[src/rtl/pipe_pkg.sv]
// Shared definitions for pipe_stage_latch: pipeline-mode encodings, debug
// snapshot field offsets and the mode decode / stage-enable helpers.
package pipe_pkg;

    localparam logic [1:0] CONT_MODE = 2'b01;
    localparam logic [1:0] STEP_MODE = 2'b11;

    // Snapshot layout: {eof, halted, mode[1:0], valid, data}; offsets are above NB_DATA
    localparam int DBG_EXTRA_W  = 5;
    localparam int DBG_VALID_OFS = 0;
    localparam int DBG_MODE_OFS  = 1;
    localparam int DBG_HALT_OFS  = 3;
    localparam int DBG_EOF_OFS   = 4;

    typedef enum logic [1:0] {
        MODE_FROZEN = 2'b00,
        MODE_CONT   = 2'b01,
        MODE_STEP   = 2'b10
    } mode_e;

    function automatic mode_e decode_mode(input logic [1:0] mode);
        mode_e m;
        case (mode)
            CONT_MODE: m = MODE_CONT;
            STEP_MODE: m = MODE_STEP;
            default:   m = MODE_FROZEN;
        endcase
        return m;
    endfunction

    function automatic logic stage_enable(input mode_e m, input logic step_pulse);
        logic en;
        case (m)
            MODE_CONT: en = 1'b1;
            MODE_STEP: en = step_pulse;
            default:   en = 1'b0;
        endcase
        return en;
    endfunction

endpackage

[src/rtl/step_pulse_gen.sv]
// Rising-edge detector for the debug-unit step request: one-cycle pulse per
// low-to-high transition of i_level, so a held request advances only once.
module step_pulse_gen (
    input  logic i_clk,
    input  logic i_reset,
    input  logic i_level,
    output logic o_pulse
);

    logic r_level_prev;

    // Previous sample of the step level, taken every cycle regardless of mode
    always_ff @(posedge i_clk or posedge i_reset) begin
        if (i_reset) begin
            r_level_prev <= 1'b0;
        end else begin
            r_level_prev <= i_level;
        end
    end

    assign o_pulse = i_level & ~r_level_prev;

endmodule

[src/rtl/pipe_stage_latch.sv]
// Single pipeline latch with valid/ready handshake, stall/flush, step control,
// sticky end-of-program halt and accept counter.
// Optional debug snapshot register enabled by PIPE_STAGE_DEBUG_SNAPSHOT_EN.
module pipe_stage_latch
    import pipe_pkg::*;
#(
    parameter int NB_DATA = 85,
    parameter int NB_CNT  = 16
) (
    input  logic                           i_clk,
    input  logic                           i_reset,
    input  logic [1:0]                     i_pipeline_mode,
    input  logic                           i_execute_instruct,
    input  logic                           i_valid,
    output logic                           o_ready,
    input  logic [NB_DATA-1:0]             i_data,
    input  logic                           i_eof_flag,
    input  logic                           i_stall,
    input  logic                           i_flush,
    output logic                           o_valid,
    input  logic                           i_ready,
    output logic [NB_DATA-1:0]             o_data,
    output logic                           o_eof_flag,
    output logic                           o_halted,
    output logic [NB_CNT-1:0]              o_accept_count,
    output logic [NB_DATA+DBG_EXTRA_W-1:0] o_debug_data
);

    logic               r_valid;
    logic [NB_DATA-1:0] r_data;
    logic               r_eof;
    logic               r_halted;
    logic [NB_CNT-1:0]  r_cnt;

    logic               w_step_pulse;
    mode_e              w_mode;
    logic               w_en;
    logic               w_ready;
    logic               w_accept;

    logic               w_valid_nxt;
    logic [NB_DATA-1:0] w_data_nxt;
    logic               w_eof_nxt;
    logic               w_halted_nxt;
    logic [NB_CNT-1:0]  w_cnt_nxt;

    step_pulse_gen u_step_pulse_gen (
        .i_clk   (i_clk),
        .i_reset (i_reset),
        .i_level (i_execute_instruct),
        .o_pulse (w_step_pulse)
    );

    assign w_mode   = decode_mode(i_pipeline_mode);
    assign w_en     = stage_enable(w_mode, w_step_pulse);
    assign w_ready  = ~i_reset & w_en & ~i_stall & ~i_flush & ~r_halted & (~r_valid | i_ready);
    assign w_accept = i_valid & w_ready;

    // Next-state selection: flush beats stall beats load beats drain
    always_comb begin
        w_valid_nxt  = r_valid;
        w_data_nxt   = r_data;
        w_eof_nxt    = r_eof;
        w_halted_nxt = r_halted;
        w_cnt_nxt    = r_cnt;
        if (i_flush) begin
            w_valid_nxt = 1'b0;
            w_data_nxt  = {NB_DATA{1'b0}};
            w_eof_nxt   = 1'b0;
        end else if (i_stall) begin
            w_valid_nxt = r_valid;
        end else if (w_accept) begin
            w_valid_nxt  = 1'b1;
            w_data_nxt   = i_data;
            w_eof_nxt    = i_eof_flag;
            w_halted_nxt = r_halted | i_eof_flag;
            w_cnt_nxt    = r_cnt + NB_CNT'(1);
        end else if (r_valid & i_ready & w_en) begin
            w_valid_nxt = 1'b0;
        end else begin
            w_valid_nxt = r_valid;
        end
    end

    // Stage state registers
    always_ff @(posedge i_clk or posedge i_reset) begin
        if (i_reset) begin
            r_valid  <= 1'b0;
            r_data   <= {NB_DATA{1'b0}};
            r_eof    <= 1'b0;
            r_halted <= 1'b0;
            r_cnt    <= {NB_CNT{1'b0}};
        end else begin
            r_valid  <= w_valid_nxt;
            r_data   <= w_data_nxt;
            r_eof    <= w_eof_nxt;
            r_halted <= w_halted_nxt;
            r_cnt    <= w_cnt_nxt;
        end
    end

    assign o_ready        = w_ready;
    assign o_valid        = r_valid;
    assign o_data         = r_data;
    assign o_eof_flag     = r_eof;
    assign o_halted       = r_halted;
    assign o_accept_count = r_cnt;

`ifdef PIPE_STAGE_DEBUG_SNAPSHOT_EN
    logic [NB_DATA+DBG_EXTRA_W-1:0] w_snapshot;
    logic [NB_DATA+DBG_EXTRA_W-1:0] r_debug_data;

    // Snapshot of the registered stage state; lags the state by one cycle
    always_comb begin
        w_snapshot                                                 = {(NB_DATA+DBG_EXTRA_W){1'b0}};
        w_snapshot[NB_DATA-1:0]                                    = r_data;
        w_snapshot[NB_DATA+DBG_VALID_OFS]                          = r_valid;
        w_snapshot[NB_DATA+DBG_MODE_OFS+1:NB_DATA+DBG_MODE_OFS]    = i_pipeline_mode;
        w_snapshot[NB_DATA+DBG_HALT_OFS]                           = r_halted;
        w_snapshot[NB_DATA+DBG_EOF_OFS]                            = r_eof;
    end

    // Debug snapshot register
    always_ff @(posedge i_clk or posedge i_reset) begin
        if (i_reset) begin
            r_debug_data <= {(NB_DATA+DBG_EXTRA_W){1'b0}};
        end else begin
            r_debug_data <= w_snapshot;
        end
    end

    assign o_debug_data = r_debug_data;
`else
    assign o_debug_data = {(NB_DATA+DBG_EXTRA_W){1'b0}};
`endif

endmodule

[config.mk]
export PLATFORM = sky130hd
export DESIGN_NAME = pipe_stage_latch
export DESIGN_NICKNAME = d
export VERILOG_FILES = /design/src/rtl/pipe_pkg.sv /design/src/rtl/step_pulse_gen.sv /design/src/rtl/pipe_stage_latch.sv
export SDC_FILE = /design/constraint.sdc
export NUM_CORES = 1
export LEC_CHECK = 0
export CAP_MARGIN = 25
export CELL_PAD_IN_SITES_DETAIL_PLACEMENT = 1
export CELL_PAD_IN_SITES_GLOBAL_PLACEMENT = 2
export CORE_MARGIN = 10
export CORE_UTILIZATION = 22
export CTS_CLUSTER_DIAMETER = 80
export DETAILED_ROUTE_END_ITERATION = 6
export HOLD_SLACK_MARGIN = 0.15
export PLACE_DENSITY = 0.87
export REMOVE_ABC_BUFFERS = 1
export SLEW_MARGIN = 5
export SYNTH_ARGS = -nofsm -noshare
export SYNTH_HDL_FRONTEND = slang
export SYNTH_SLANG_ARGS = --single-unit
[constraint.sdc]
create_clock -name i_clk -period 3 [get_ports i_clk]
set_input_delay 0.45 -clock i_clk [delete_from_list [all_inputs] [get_ports i_clk]]
set_output_delay 0.45 -clock i_clk [all_outputs]
set_load 0.005 [all_outputs]
# Yosys cells after proc, flatten, opt, wreduce, memory -nomap -nowiden
# Index checks and enable logic that the tools add are counted.
# word_totals
ff_bits,105
latch_bits,0
ram_bits,0
mem_bits_ro,0
in_bits,95
word_cells,46
n_memories,0
# classes
addsub,1
multipliers,0
div_mod_pow,0
order_cmp,0
eq_ne,5
shift,0
n_mux,12
n_bitwise,17
n_reduce_logical,5
# ops
cell,n
85-bit two-way mux,3
"16-bit by 1-bit adder with 16-bit output, second input constant",1
1-bit bitwise AND,9
1-bit two-way mux,7
1-bit NOT,6
"2-bit by 1-bit == test with 1-bit output, second input constant",2
"2-bit == test, second input constant",2
2-bit case mux with 2 select lines,1
2-bit AND reduction,2
3-bit AND reduction,1
3-bit nonzero test,1
"2-bit by 1-bit inequality test with 1-bit output, second input constant",1
1-bit bitwise OR,2
1-bit case mux with 2 select lines,1
2-bit nonzero test,1

# Longest topological paths before layout
# logic_depth
word_depth,13
ltp_mapped,5
mapped_depth_nobuf,5

# By module
# Synthesis repeated with hierarchy kept, for this count alone.
# unflattened
hier_cells,545
area_unflattened_um2,5019.8
# by_module_without_submodules
module,n_inst,cells_per_inst,area_per_inst_um2
pipe_stage_latch,1,542,4977.3
step_pulse_gen,1,3,42.5

# Least setup slack after synthesis
# No wires, ideal clock.
# synth_path
path_kind,input -> output
from,input port i_stall
to,output port o_ready
arrival_time_ns,1.618
required_ns,2.550
slack_ns,0.932
cell_stages,4
n_path_buf,1
path_cell_list,nand2b_1 > a2111oi_4 > buf_2 > nor3b_1
# synth_via
elab_chain_len,5
# synth_lines
element,line,text
from (decl),pipe_stage_latch.sv:18,"input logic i_stall,"
1-bit NOT (no source line),-,
1-bit bitwise AND (4 in a row),pipe_stage_latch.sv:56,assign w_ready = ~i_reset & w_en & ~i_stall & ~i_flush & ~r_halted & (~r_valid | i_ready);
to (decl),pipe_stage_latch.sv:15,"output logic o_ready,"
# No other way between the ends.

# Final worst setup path
# Same ends and word-level chain as after synthesis.

==> flow_metrics.tcl <==
set metrics [dict create \
    outcome "finished clean" \
    ios 290 \
    crit_chain "clkdlybuf4s50_1 > nand2b_1 > a2111oi_4 > nor3b_1 > clkdlybuf4s50_1" \
    grt_max_degree 88 \
    drive_above_1_share 0.178 \
    cts_hold_buf 0 \
    dp_slack_ns 0.228 \
    dieArea_mm2 0.0328 \
    route.vias.total 3704 \
    fp-row-count 58 \
    gp_congestion 0.745 \
    power_density_mw_per_mm2 394 \
    start_kind "input pin" \
    critPathLaunch "i_stall" \
    fp.dieH_um 181 \
    synth_seq_area_share 0.460 \
    path_class "input pin to primary output" \
    drv_cap 0 \
    drc 0 \
    worst_pin_slew_ns 0.604 \
    fmax_ghz 0.362 \
    worstPathArrival_ns 2.31 \
    yosys_warnings 0 \
    cts_resized 0 \
    fin_crit_sh 0.920 \
    reg2reg_depth 6 \
    antenna_found_initial 1 \
    grt_pass1_vias 4242 \
    hold_viol 0 \
    r2r-end "o_data[12]" \
    fp.dieW_um 181 \
    root_buffer "clkbuf_16" \
    viasPerCell 3.78 \
    post_cts_buffers 0 \
    core-area_mm2 0.0253 \
    netlist_area_mm2 0.00571 \
    grt_pass1_wl_mm 26.6 \
    rsz0062_at_grt "no" \
    yosys.cell_types.count 29 \
    cts_sinks 105 \
    period_minus_slack_ns 2.76 \
    drt_first_iter_violations 131 \
    netlist_instances 447 \
    clockBufferDepth 2 \
    min_path_type "register to register" \
    stdcell_area_mm2 0.00808 \
    crit_path_top_delay_cell "clkdlybuf4s50_1" \
    dr.pass1.iters 4 \
    insertion_delay_ns 0.35 \
    peakVddDrop_v 0.000229 \
    end_kind "primary output" \
    syn-mean-instance-area_um2 12.8 \
    cts_buffers 9 \
    cts.clk_slew.worst_paths_ns 0.07 \
    cts_tree "yes" \
    port_buffers 199 \
    r2r_slack_ns 0.91 \
    synth-seq-cells 105 \
    grtUsageTotal 0.104 \
    areaGrowthSynthToFinish_pct 41.6 \
    cpPeakStageDelay_ns 0.57 \
    htree_levels 3 \
    rr_startpoint "u_step_pulse_gen.r_level_prev" \
    setup_viol 0 \
    placed_cell_area_mm2 0.00776 \
    diodes 0 \
    place_hpwl_mm 13.5 \
    p_leak_nw 3.85 \
    endpoint "o_ready" \
    grt_overflow_total 0 \
    drv_slew 0 \
    routedWlPerCell_um 18.1 \
    crit_required_ns 2.55 \
    fin_skew_ns 0.0111 \
    final_antenna_net_count 0 \
    wl_mm 17.7 \
    initial_core_util 0.225 \
    setup_tns_ns 0 \
    final_util 0.319 \
    cp_common_cell "clkdlybuf4s50_1" \
    slew_headroom 0.594 \
    crit_path_max_fanout 2 \
    layout.nets 742 \
    finalWorstSetupSlack_ns 0.240 \
]
-- worst max-delay path, delay by kind of cell --
| kind | cells | cell delay [ns] |
|---|---|---|
| buf+inv | 2 | 0.97 |
| compound gates | 1 | 0.38 |
| simple gates | 2 | 0.51 |
-- synthesized netlist by cell type, drive strengths merged --
| library cell | instances | area share |
|---|---|---|
| nand4 | 8 | 0.0088 |
| buf | 100 | 0.14 |
| ha | 1 | 0.0022 |
| and4 | 1 | 0.0015 |
| nor2 | 1 | 0.00066 |
| inv | 3 | 0.0020 |
| and3 | 5 | 0.0055 |
| mux2i | 1 | 0.0018 |
| conb | 1 | 0.00066 |
| nor3b | 1 | 0.0013 |
| nand3 | 7 | 0.0061 |
| a211o | 1 | 0.0015 |
| nor2b | 86 | 0.094 |
| nand2b | 4 | 0.0057 |
| mux2 | 86 | 0.23 |
| o21bai | 1 | 0.0013 |
| and2 | 1 | 0.0011 |
| a21oi | 1 | 0.00088 |
| dfrtp | 105 | 0.46 |
| nand2 | 4 | 0.0039 |
| xnor2 | 15 | 0.023 |
| nor3 | 2 | 0.0018 |
| nor4 | 1 | 0.0011 |
| clkbuf | 10 | 0.0066 |
| a2111oi | 1 | 0.0048 |
-- worst min path at each step --
stage	start	endpoint	cells past startpoint
6_report	o_accept_count[15]	o_accept_count[15]	1
5_1_grt	o_accept_count[15]	o_accept_count[15]	1
4_1_cts	o_accept_count[15]	o_accept_count[15]	1
3_5_place_dp	o_accept_count[15]	o_accept_count[15]	1
3_3_place_gp	o_accept_count[15]	o_accept_count[15]	1
2_1_floorplan	o_accept_count[15]	o_accept_count[15]	1
-- where the power goes --
part / internal (mW) / switching, mW
logic: 0.235 / 0.164
clock network: 0.750 / 0.554
registers: 1.45 / 0.0345
total: 2.43 / 0.752
-- routing by layer --
layer	track usage	part of all wire
met5	0	0.0010
met4	0.0215	0.0068
met3	0.0527	0.098
met2	0.179	0.51
met1	0.111	0.39
-- area by class of cell --
class	count	area [µm²]
inverter	3	13.8
clock inverter	5	80.1
clock buffer	10	239
sequential	105	2630
tap	330	413
timing repair buffer	209	2110
multi-input combinational	318	2590
fill	2819	17200
-- flip-flops by register name, summed over array words and instances, names as in the netlist --
name	cells
o_valid	1
o_accept_count	16
u_step_pulse_gen.r_level_prev	1
o_eof_flag	1
o_halted	1
o_data	85
-- cell families (layout without fill, tap and decap cells) --
kind of cell / count (synthesis) / count (layout) / synth area share
buffers and inverters: 113 / 227 / 0.146
DFF: 105 / 105 / 0.460
other: 1 / 90 / 0.000657
and+or+nand+nor: 121 / 121 / 0.132
muxes: 87 / 87 / 0.228
adders and majority gates: 1 / 1 / 0.00219
xor gates and xnor gates: 15 / 15 / 0.0230
AOI/OAI and AO/OA: 4 / 4 / 0.00855
-- per-stage QoR --
step / total power [mW] / instances / hold WS, ns
floorplan: 1.64 / 426 / 0.468
global placement: 1.91 / 965 / 0.465
detailed placement: 1.91 / 965 / 0.468
CTS: 3.25 / 980 / 0.478
global route: 3.35 / 980 / 0.486
finish: 3.19 / 980 / 0.467
-- cells in the final DEF, fill, tap and decap left out, types with 2 or more instances in the layout --
master           count
clkdlybuf4s50_1    198
dfrtp_1            105
conb_1              90
nor2b_1             86
mux2_4              86
xnor2_1             15
clkbuf_16            9
nand4_1              8
nand3_1              7
buf_4                7
and3_1               5
buf_12               4
nand2b_1             3
nand2_1              3
nor3_1               2
inv_1                2
bufinv_16            2
clkinvlp_4           2
No activity file was read; power rests on OpenSTA's default activity.
